<file path="src/rtl/steg_pkg.sv">
// steg_pkg: shared definitions for the LSB steganography embedder.
//   - state_e           : embedder FSM states
//   - PIX_W / MSG_W     : pixel and message byte widths
//   - LFSR_TAPS         : Galois feedback mask for the 16-bit keystream LFSR
//   - LFSR_DEFAULT_SEED : keystream seed used when none is supplied
//   - lfsr_next()       : one Galois step of the keystream LFSR
package steg_pkg;

    localparam int unsigned PIX_W = 8;
    localparam int unsigned MSG_W = 8;

    localparam logic [15:0] LFSR_TAPS         = 16'hB400;
    localparam logic [15:0] LFSR_DEFAULT_SEED = 16'hACE1;

    typedef enum logic {
        StIdle,
        StEmbed
    } state_e;

    // Right-shifting Galois step: the bit shifted out selects the tap mask.
    function automatic logic [15:0] lfsr_next(input logic [15:0] cur);
        return {1'b0, cur[15:1]} ^ (cur[0] ? LFSR_TAPS : 16'h0000);
    endfunction

endpackage

</file>
<file path="src/rtl/lsb_embedder_if.sv">
// lsb_embedder_if: the three valid/ready streams of the embedder.
//   msg_*  : plaintext message bytes into the embedder
//   pix_*  : cover pixels into the embedder
//   out_*  : stego pixels out of the embedder
// Modports:
//   master : stream source/sink side (drives msg/pix data, out_ready)
//   slave  : the embedder itself
interface lsb_embedder_if;
    import steg_pkg::*;

    logic             msg_valid;
    logic             msg_ready;
    logic [MSG_W-1:0] msg_data;

    logic             pix_valid;
    logic             pix_ready;
    logic [PIX_W-1:0] pix_data;

    logic             out_valid;
    logic             out_ready;
    logic [PIX_W-1:0] out_data;

    modport master (
        output msg_valid, msg_data,
        output pix_valid, pix_data,
        output out_ready,
        input  msg_ready, pix_ready,
        input  out_valid, out_data
    );

    modport slave (
        input  msg_valid, msg_data,
        input  pix_valid, pix_data,
        input  out_ready,
        output msg_ready, pix_ready,
        output out_valid, out_data
    );

endinterface

</file>
<file path="src/rtl/steg_lfsr16.sv">
// steg_lfsr16: 16-bit Galois LFSR producing the embedding keystream.
// Ports:
//   clk      : clock, rising edge
//   rst      : synchronous active-high reset, loads SEED
//   load     : load load_val into the register (wins over step)
//   load_val : value to load
//   step     : advance one Galois step
//   state    : current register contents; state[0] is the keystream bit
module steg_lfsr16
    import steg_pkg::*;
#(
    parameter logic [15:0] SEED = LFSR_DEFAULT_SEED
) (
    input  logic        clk,
    input  logic        rst,
    input  logic        load,
    input  logic [15:0] load_val,
    input  logic        step,
    output logic [15:0] state
);

    logic [15:0] lfsr_q;
    logic [15:0] lfsr_d;

    always_comb begin
        lfsr_d = lfsr_q;
        if (load) begin
            lfsr_d = load_val;
        end else if (step) begin
            lfsr_d = lfsr_next(lfsr_q);
        end
    end

    always_ff @(posedge clk) begin
        if (rst) begin
            lfsr_q <= SEED;
        end else begin
            lfsr_q <= lfsr_d;
        end
    end

    assign state = lfsr_q;

endmodule

</file>
<file path="src/rtl/lsb_embedder.sv">
// lsb_embedder: hides one message byte, LSB first, in the least significant
// bits of eight cover pixels. Each message bit is whitened with one bit of a
// continuously running LFSR keystream before it replaces the pixel LSB.
// Ports:
//   wb_clk    : clock, rising edge
//   wb_rst    : synchronous active-high reset
//   key_load  : load key into the keystream LFSR (honoured in IDLE only)
//   key       : keystream seed; zero selects LFSR_SEED
//   bus       : msg / pix / out valid-ready streams (slave side)
//   busy      : high while a byte is being embedded
//   byte_done : one-cycle pulse after the eighth bit of a byte is embedded
module lsb_embedder
    import steg_pkg::*;
#(
    parameter logic [15:0] LFSR_SEED = LFSR_DEFAULT_SEED
) (
    input  logic          wb_clk,
    input  logic          wb_rst,
    input  logic          key_load,
    input  logic [15:0]   key,
    lsb_embedder_if.slave bus,
    output logic          busy,
    output logic          byte_done
);

    state_e           state_q;
    state_e           state_d;
    logic [2:0]       bit_cnt_q;
    logic [MSG_W-1:0] msg_sh_q;
    logic [PIX_W-1:0] out_data_q;
    logic             out_valid_q;
    logic             byte_done_q;

    logic             msg_rdy;
    logic             pix_rdy;
    logic             msg_fire;
    logic             pix_fire;
    logic             out_fire;
    logic             last_bit;

    logic             lfsr_load;
    logic [15:0]      lfsr_load_val;
    logic [15:0]      lfsr_state;

    // Pixel LSB is always overwritten.
    logic             unused_pix_lsb;
    assign unused_pix_lsb = bus.pix_data[0];

    always_comb begin
        msg_rdy  = 1'b0;
        pix_rdy  = 1'b0;
        state_d  = state_q;
        unique case (state_q)
            StIdle: begin
                msg_rdy = 1'b1;
            end
            StEmbed: begin
                // Accept a pixel whenever the output slot is empty or draining.
                pix_rdy = !out_valid_q || bus.out_ready;
            end
            default: ;
        endcase

        msg_fire = bus.msg_valid && msg_rdy;
        pix_fire = bus.pix_valid && pix_rdy;
        out_fire = out_valid_q && bus.out_ready;
        last_bit = pix_fire && (bit_cnt_q == 3'd7);

        if (msg_fire) begin
            state_d = StEmbed;
        end else if (last_bit) begin
            state_d = StIdle;
        end
    end

    // A key load only happens in IDLE, where no pixel can step the LFSR, so a
    // load coinciding with a message transfer seeds bit 0 of that byte.
    assign lfsr_load     = key_load && (state_q == StIdle);
    assign lfsr_load_val = (key == 16'h0000) ? LFSR_SEED : key;

    steg_lfsr16 #(
        .SEED (LFSR_SEED)
    ) u_lfsr (
        .clk      (wb_clk),
        .rst      (wb_rst),
        .load     (lfsr_load),
        .load_val (lfsr_load_val),
        .step     (pix_fire),
        .state    (lfsr_state)
    );

    always_ff @(posedge wb_clk) begin
        if (wb_rst) begin
            state_q     <= StIdle;
            bit_cnt_q   <= 3'd0;
            msg_sh_q    <= '0;
            out_data_q  <= '0;
            out_valid_q <= 1'b0;
            byte_done_q <= 1'b0;
        end else begin
            state_q     <= state_d;
            byte_done_q <= last_bit;

            if (msg_fire) begin
                msg_sh_q  <= bus.msg_data;
                bit_cnt_q <= 3'd0;
            end else if (pix_fire) begin
                msg_sh_q  <= {1'b0, msg_sh_q[MSG_W-1:1]};
                bit_cnt_q <= bit_cnt_q + 3'd1;
            end

            // A pixel transfer refills the slot even while it drains.
            if (pix_fire) begin
                out_data_q  <= {bus.pix_data[PIX_W-1:1], msg_sh_q[0] ^ lfsr_state[0]};
                out_valid_q <= 1'b1;
            end else if (out_fire) begin
                out_valid_q <= 1'b0;
            end
        end
    end

    assign bus.msg_ready = msg_rdy;
    assign bus.pix_ready = pix_rdy;
    assign bus.out_valid = out_valid_q;
    assign bus.out_data  = out_data_q;
    assign busy          = (state_q == StEmbed);
    assign byte_done     = byte_done_q;

endmodule

</file>
<file path="src/flat_wrapper.sv">
// flat-port wrapper written by rule: the top's interface ports become plain ports
module lsb_embedder_flat import steg_pkg::*;
#(
    parameter logic [15:0] LFSR_SEED = LFSR_DEFAULT_SEED
)
  (wb_clk, wb_rst, key_load, key, busy, byte_done, bus_msg_valid, bus_msg_data, bus_pix_valid, bus_pix_data, bus_out_ready, bus_msg_ready, bus_pix_ready, bus_out_valid, bus_out_data);
  lsb_embedder_if bus_i ();
  input  logic wb_clk;
  input  logic wb_rst;
  input  logic key_load;
  input  logic [15:0] key;
  output logic busy;
  output logic byte_done;
  input wire logic [$bits(bus_i.msg_valid)-1:0] bus_msg_valid;
  input wire logic [$bits(bus_i.msg_data)-1:0] bus_msg_data;
  input wire logic [$bits(bus_i.pix_valid)-1:0] bus_pix_valid;
  input wire logic [$bits(bus_i.pix_data)-1:0] bus_pix_data;
  input wire logic [$bits(bus_i.out_ready)-1:0] bus_out_ready;
  output wire logic [$bits(bus_i.msg_ready)-1:0] bus_msg_ready;
  output wire logic [$bits(bus_i.pix_ready)-1:0] bus_pix_ready;
  output wire logic [$bits(bus_i.out_valid)-1:0] bus_out_valid;
  output wire logic [$bits(bus_i.out_data)-1:0] bus_out_data;
  assign bus_i.msg_valid = bus_msg_valid;
  assign bus_i.msg_data = bus_msg_data;
  assign bus_i.pix_valid = bus_pix_valid;
  assign bus_i.pix_data = bus_pix_data;
  assign bus_i.out_ready = bus_out_ready;
  assign bus_msg_ready = bus_i.msg_ready;
  assign bus_pix_ready = bus_i.pix_ready;
  assign bus_out_valid = bus_i.out_valid;
  assign bus_out_data = bus_i.out_data;
  lsb_embedder #(.LFSR_SEED(LFSR_SEED)) u_core (.wb_clk(wb_clk), .wb_rst(wb_rst), .key_load(key_load), .key(key), .bus(bus_i), .busy(busy), .byte_done(byte_done));
endmodule
</file>
<file path="config.mk">
export PLATFORM = sky130hd
export DESIGN_NAME = lsb_embedder_flat
export DESIGN_NICKNAME = d
export VERILOG_FILES = /design/src/rtl/steg_pkg.sv /design/src/rtl/lsb_embedder_if.sv /design/src/rtl/steg_lfsr16.sv /design/src/rtl/lsb_embedder.sv /design/src/flat_wrapper.sv
export SDC_FILE = /design/constraint.sdc
export NUM_CORES = 1
export LEC_CHECK = 0
export CAP_MARGIN = 15
export CORE_MARGIN = 1
export CORE_UTILIZATION = 48
export CTS_BUF_LIST = sky130_fd_sc_hd__clkbuf_8
export CTS_CLUSTER_DIAMETER = 120
export CTS_CLUSTER_SIZE = 40
export DETAILED_ROUTE_END_ITERATION = 10
export HOLD_SLACK_MARGIN = 0.08
export PLACE_DENSITY = 0.81
export SLEW_MARGIN = 15
export SYNTH_ARGS = -nofsm -noshare
export SYNTH_HDL_FRONTEND = slang
export SYNTH_SLANG_ARGS = --single-unit
</file>
<file path="constraint.sdc">
create_clock -name wb_clk -period 1.3 [get_ports wb_clk]
set_input_delay 0.13 -clock wb_clk [delete_from_list [all_inputs] [get_ports wb_clk]]
set_output_delay 0.13 -clock wb_clk [all_outputs]
set_load 0.1 [all_outputs]
</file>
==> results of run 1 <==
[layout by cell type, fill, tap and decap left out, types with 2 or more instances in the layout]
cell	netlist	routed
dfxtp_4	0	2
clkbuf_8	0	5
nor2_1	20	19
a311oi_1	6	6
buf_6	4	2
buf_12	0	15
nand2b_2	0	2
a211oi_1	2	2
a311oi_2	8	8
nor3_1	2	2
clkinv_2	0	2
nand2_1	46	45
nor4_1	4	2
ha_1	2	2
a21oi_1	17	17
dfxtp_1	38	36
mux2i_1	2	2
a2bb2oi_1	8	8
xor2_1	3	3
buf_4	4	22
nand3_1	10	10
clkdlybuf4s50_1	0	36
[flip-flops by register name (all words and copies together), names as in the netlist]
register              flops
u_core.bus.out_valid      1
u_core.msg_sh_q           8
u_core.bus.out_data       8
u_core.u_lfsr.state      16
u_core.bit_cnt_q          3
u_core.busy               1
u_core.byte_done          1
[worst reg2reg max path, stage by stage (launching register included)]
cell and delay, ns:
dfxtp_4 0.41, buf_6 0.12, clkinvlp_4 0.15, nand2_8 0.17
nor2_1 0.06, a311oi_1 0.25
[worst max path at each step]
stage                                   endpoint  cells after the start
after floorplan               u_core.msg_sh_q[5]                      5
after global placement    u_core.u_lfsr.state[9]                      6
after detailed placement  u_core.u_lfsr.state[9]                      6
after CTS                     u_core.msg_sh_q[1]                      5
after global routing               bus_msg_ready                      3
final                              bus_msg_ready                      3
[kinds of logic (layout without fill, tap and decap cells)]
logic type,Yosys count,in the layout
AND/OR/NAND/NOR,91,91
flip-flops,38,38
XOR/XNOR,5,5
adder cells (fa/ha/maj),2,2
buffers and inverters,17,85
multiplexers,2,2
AO/OA/AOI/OAI,42,42
[stage by stage]
stage | hold slack (ns) | utilization (%) | cell area [sq um] | setup WS [ns]
floorplan | 0.266 | - | 1770 | -0.496
global placement | 0.453 | 74.9 | 2540 | -0.202
detailed placement | 0.458 | 74.9 | 2540 | -0.307
CTS | 0.388 | 78.4 | 2660 | 0.0154
global route | 0.409 | 80.3 | 2720 | -0.0402
finish | 0.392 | 80.3 | 2720 | 0.00486
[area by class of cell]
class	count	area, sq um	area share, %
Sequential cell	38	768	28.2
Clock buffer	5	68.8	2.53
Clock inverter	3	40.0	1.47
Tap cell	46	57.6	2.11
Inverter	1	7.51	0.276
Multi-Input combinational cell	142	906	33.3
Timing Repair Buffer	76	873	32.1
[power by group through the flow]
stage,Sequential [W],Combinational (W),Clock [W]
floorplan,0.00142,0.000323,0
global placement,0.00134,0.000692,0
detailed placement,0.00134,0.000712,0
CTS,0.00131,0.000721,0.000984
global route,0.00132,0.000789,0.00104
finish,0.00132,0.000746,0.000981
[layer usage]
metal | GRT usage [%] | vias to the layer above
met3 | 4.76 | 13
met2 | 42.2 | 51
met1 | 30.4 | 794
met4 | 8.57 | 0
met5 | 0 | -
li1 | - | 824
[repair_timing]
action                     in CTS  in global routing
setup endpoints to repair      10                 13
cloned                          0                  1
resized for setup               2                  7
setup buffers                   0                  0
==> impl_metrics.ini, run 1 <==
[min_path]
hold_path_startpoint = bus_pix_data[7]
holdPathStages = 3
min_to = u_core.bus.out_data[7]
worstHoldPathType = in -> reg

[global_route]
grt_overflow = 0
grt_pass1_wl_um = 6810
grt_max_degree = 31
first_global_vias = 1560
antenna_found_initial = 0
track_usage_pct = 24.5

[floorplanning]
core_sq_mm = 0.00339
dieArea_sq_mm = 0.00384
row_count = 21
start_util_pct = 51.0
fp.dieH_um = 62
ios = 51
die_w_um = 62

[critical_path]
r2r-start = u_core.busy
endpoint_kind = output pin
slowest_delay_ns = 0.41
worst-setup-path-type = reg -> out
cp_num_buf_inv = 3
rrSetupSlack_ns = 0.05
worstPathArrival_ns = 1.17
crit-reg2reg-capture = u_core.msg_sh_q[4]
crit_start = u_core.busy
rr_worst_depth = 5
slowest_stage = dfxtp_4
start_kind = flip-flop
worstPathCellList = buf_6, clkinvlp_4, buf_12
critical_path_required_ns = 1.17
critical_path.top_delay_family = buffers and inverters
timing.critical_path.fanout_max = 8

[power_and_ir_drop]
peakVddDrop_mv = 0.829
p_int_w = 0.00217
cellLeakagePower_nw = 1.05
pwr-share-seq_pct = 43.2
power.total_w = 0.00304
p_per_area_mw_per_mm2 = 1120
clkPwrFrac_pct = 32.2
combPwrFrac_pct = 24.5
power_switching_w = 0.000869
p_sw_share_pct = 28.6

[place]
dp.cells = 302
hpwl_um = 3220
port_buffers = 49
finalWeightedCongestion = 0.773

[synthesis]
yosysMostFrequentCell = nand2_1
syn_area_per_cell_sq_um = 8.77
synth_xor_area_share_pct = 2.53
synth_area_leaders = dfxtp_1, nand2_1, a311oi_2
synthArstFlopShare_pct = 0
synth-adder-area-share_pct = 1.45
synth.net_count = 237
synth_edf_count = 0
yosysWarnings = 0
synth_top_area_share_pct = 44.0
synth.distinct_cells = 29
synth_top_family_by_area = simple AND/OR/NAND/NOR gates
synth-simple-area-share_pct = 23.2
syn_inst = 197
synthFlopType = dfxtp_1
muxShareOfSynthArea_pct = 1.16
yosysSeqAreaShare_pct = 44.0
syn_area_sq_mm = 0.00173
ys_ff_latch = 38
synth_compound_area_share_pct = 20.3
synth_area_leader_cell = dfxtp_1
yosys-top-cells-count = nand2_1, dfxtp_1, nor2_1

[routing]
wirelength_um = 4630
drt-wirelength-per-cell_um = 14.9
dr.pass1.iters = 4
dr.max_layer_used = met4
wl_met1_um = 2010
num_vias = 1682
viasPerCell = 5.41
dr_wl_met3_um = 146
drc_errors = 0
postRouteAntennaNets = 0
routed-wl-met2_um = 2350
drt_iter0_markers = 89

[clock_tree]
cts_tree = built
cts_sinks = 38
insertion_delay_ns = 0.29
hold_buffers = 0
htreeDepth = 2
cts_buffers = 5
clock_path_buffers = 2
cts_root_buffer = clkbuf_8
path_clk_slew_ns = 0.07

[sta]
worst_pin_slew_ns = 0.301
finalSetupViolations = 0
rsz0062_at_grt = true
fmax_mhz = 772
slew_headroom_pct = 79.8
slew_violations = 0
final-hold-violation-count = 0
period_needed_ns = 1.30
finClkSkew_ns = 0.0140
setup_tns_ns = 0
period_share_pct = 99.6

[final_layout]
synthToLayoutAreaGrowth_pct = 57.5
insertedDiodeCount = 0
final.fill_count = 197
finalNonFillerCells = 311
nNetsFinal = 304
drive_gt1_share_pct = 26.4

[flow_run]
cap_viol_max_count = 0

[outcome]
status = completed
Power figures use the tool's default switching activity.
==> run 2: changes to the inputs <==
- CORE_UTILIZATION: 48 -> 50
- GPL_TIMING_DRIVEN: unset -> 0
- PLACE_DENSITY: 0.81 -> 0.82
- SYNTH_HIERARCHICAL: unset -> 1
==> impl_metrics.ini, run 2 <==
[routing]
drt-wirelength-per-cell_um = 15.2
wl_met1_um = 2030
dr_wl_met3_um = 211
num_vias = 1797
dr.pass1.iters = 4
drc_errors = 0
wirelength_um = 5060
routed-wl-met2_um = 2680
dr.max_layer_used = met4
drt_iter0_markers = 147
viasPerCell = 5.41
postRouteAntennaNets = 0

[critical_path]
timing.critical_path.fanout_max = 7
start_kind = flip-flop
worst-setup-path-type = reg -> out
critical_path_required_ns = 1.17
worstPathArrival_ns = 1.23
endpoint_kind = output pin

[global_route]
grt_overflow = 0
grt_max_degree = 12
antenna_found_initial = 0
track_usage_pct = 26.3
grt_pass1_wl_um = 8160
first_global_vias = 1765

[power_and_ir_drop]
p_per_area_mw_per_mm2 = 991
cellLeakagePower_nw = 1.22
peakVddDrop_mv = 0.746

[synthesis]
yosys-top-cells-count = dfxtp_1, a21oi_1, nor2_1
synthFlopType = dfxtp_1
yosysWarnings = 6
synthArstFlopShare_pct = 0
synth_area_leaders = dfxtp_1, mux2i_1, a2111oi_2
synth_area_leader_cell = dfxtp_1
synth_edf_count = 0
synth.distinct_cells = 35
yosysSeqAreaShare_pct = 39.8
synth_top_area_share_pct = 39.8
syn_area_sq_mm = 0.00191
syn_inst = 212
synth.net_count = 252
syn_area_per_cell_sq_um = 9.01
yosysMostFrequentCell = dfxtp_1
ys_ff_latch = 38

[sta]
rsz0062_at_grt = true
finalSetupViolations = 10
slew_headroom_pct = 64.2
period_share_pct = 104
worst_pin_slew_ns = 0.539
fmax_mhz = 737
period_needed_ns = 1.36
finClkSkew_ns = 0.00540
setup_slack_ns = -0.0568
setup_tns_ns = -0.197
slew_violations = 0
final-hold-violation-count = 0

[clock_tree]
cts_sinks = 38
insertion_delay_ns = 0.29
cts_root_buffer = clkbuf_8
path_clk_slew_ns = 0.07
htreeDepth = 2
cts_buffers = 5
cts_tree = built
clock_path_buffers = 2

[place]
dp.cells = 309
placedInstanceArea_sq_mm = 0.00251
port_buffers = 49
finalWeightedCongestion = 0.797
hpwl_um = 3130

[final_layout]
nNetsFinal = 323
synthToLayoutAreaGrowth_pct = 53.1
layout_commonest_cell = dfxtp_1
drive_gt1_share_pct = 35.6
largest_reg_flops = 16
insertedDiodeCount = 0
finalNonFillerCells = 332
final_cell_mix = dfxtp_1, clkdlybuf4s50_1, a21oi_1, buf_4, nor2_1
final_area_sq_mm = 0.00292

[min_path]
worstHoldPathType = in -> reg

[floorplanning]
dieArea_sq_mm = 0.00407
core_sq_mm = 0.00366
row_count = 22
ios = 51
fp.dieH_um = 63.8
die_w_um = 63.8
start_util_pct = 52.2

[outcome]
violations = negative setup slack
status = finished with violations

[flow_run]
cap_viol_max_count = 0
-- run 2: what timing repair did --
action,in CTS,in global routing
endpoints found under the setup margin,39,41
gates resized for setup,81,57
hold buffers,0,0
pin swaps,16,16
cloned,1,0
setup buffers,11,5
-- run 2: power by group --
| part | internal (W) | switching (W) | total (W) |
|---|---|---|---|
| Sequential | 0.00125 | 0.0000582 | 0.00130 |
| Clock | 0.000419 | 0.000396 | 0.000815 |
| Combinational | 0.000355 | 0.000422 | 0.000777 |
| Total | 0.00202 | 0.000876 | 0.00290 |
-- run 2: through the flow --
step	total power (W)	hold WS (ns)	worst slack, ns	utilization [%]
final	0.00290	0.230	-0.0568	79.8
after floorplan	0.00176	0.266	-0.591	-
after detailed placement	0.00198	0.464	-0.988	68.5
after global placement	0.00196	0.460	-0.983	68.5
after global routing	0.00302	0.241	-0.110	79.8
after CTS	0.00286	0.389	-0.0890	76.9
-- run 2: worst paths after layout --
path                            cells past startpoint                       to                   start  slack (ns)
worst max-delay path                                4            bus_pix_ready             u_core/busy       -0.06
worst min-delay path                                4  u_core/u_lfsr/state[11]                 key[11]        0.23
worst max register to register                      7   u_core/u_lfsr/state[9]             u_core/busy       -0.05
worst min register to register                      2   u_core/bus.out_data[6]  u_core/bus.out_data[6]        0.47
-- run 2: worst max-delay path, cell delays in order (launching register included) --
cell and delay (ns):
dfxtp_4 0.39, buf_4 0.12, clkinvlp_4 0.10, nor2_4 0.14, buf_12 0.18
-- run 2: metal layers --
metal,up-vias,track usage [%]
met3,13,4.82
met4,0,11.4
met2,67,46.5
met5,-,0
li1,889,-
met1,828,30.6
-- run 2: cell type report --
cell class / instances / area (sq um)
Inverter: 3 / 23.8
Tap cell: 48 / 60.1
Fill cell: 221 / 738
Timing Repair Buffer: 65 / 639
Clock inverter: 2 / 8.76
Sequential cell: 38 / 777
Multi-Input combinational cell: 146 / 1160
Clock buffer: 6 / 82.6
Buffer: 24 / 166
-- run 2: logic make-up after synthesis --
group	count (synthesis)	synth area share, %
multiplexers	13	6.81
AO/OA/AOI/OAI	49	18.3
AND/OR/NAND/NOR	78	23.7
XOR/XNOR	4	1.84
adder cells (fa/ha/maj)	2	1.31
flip-flops	38	39.8
buffers and inverters	28	8.19
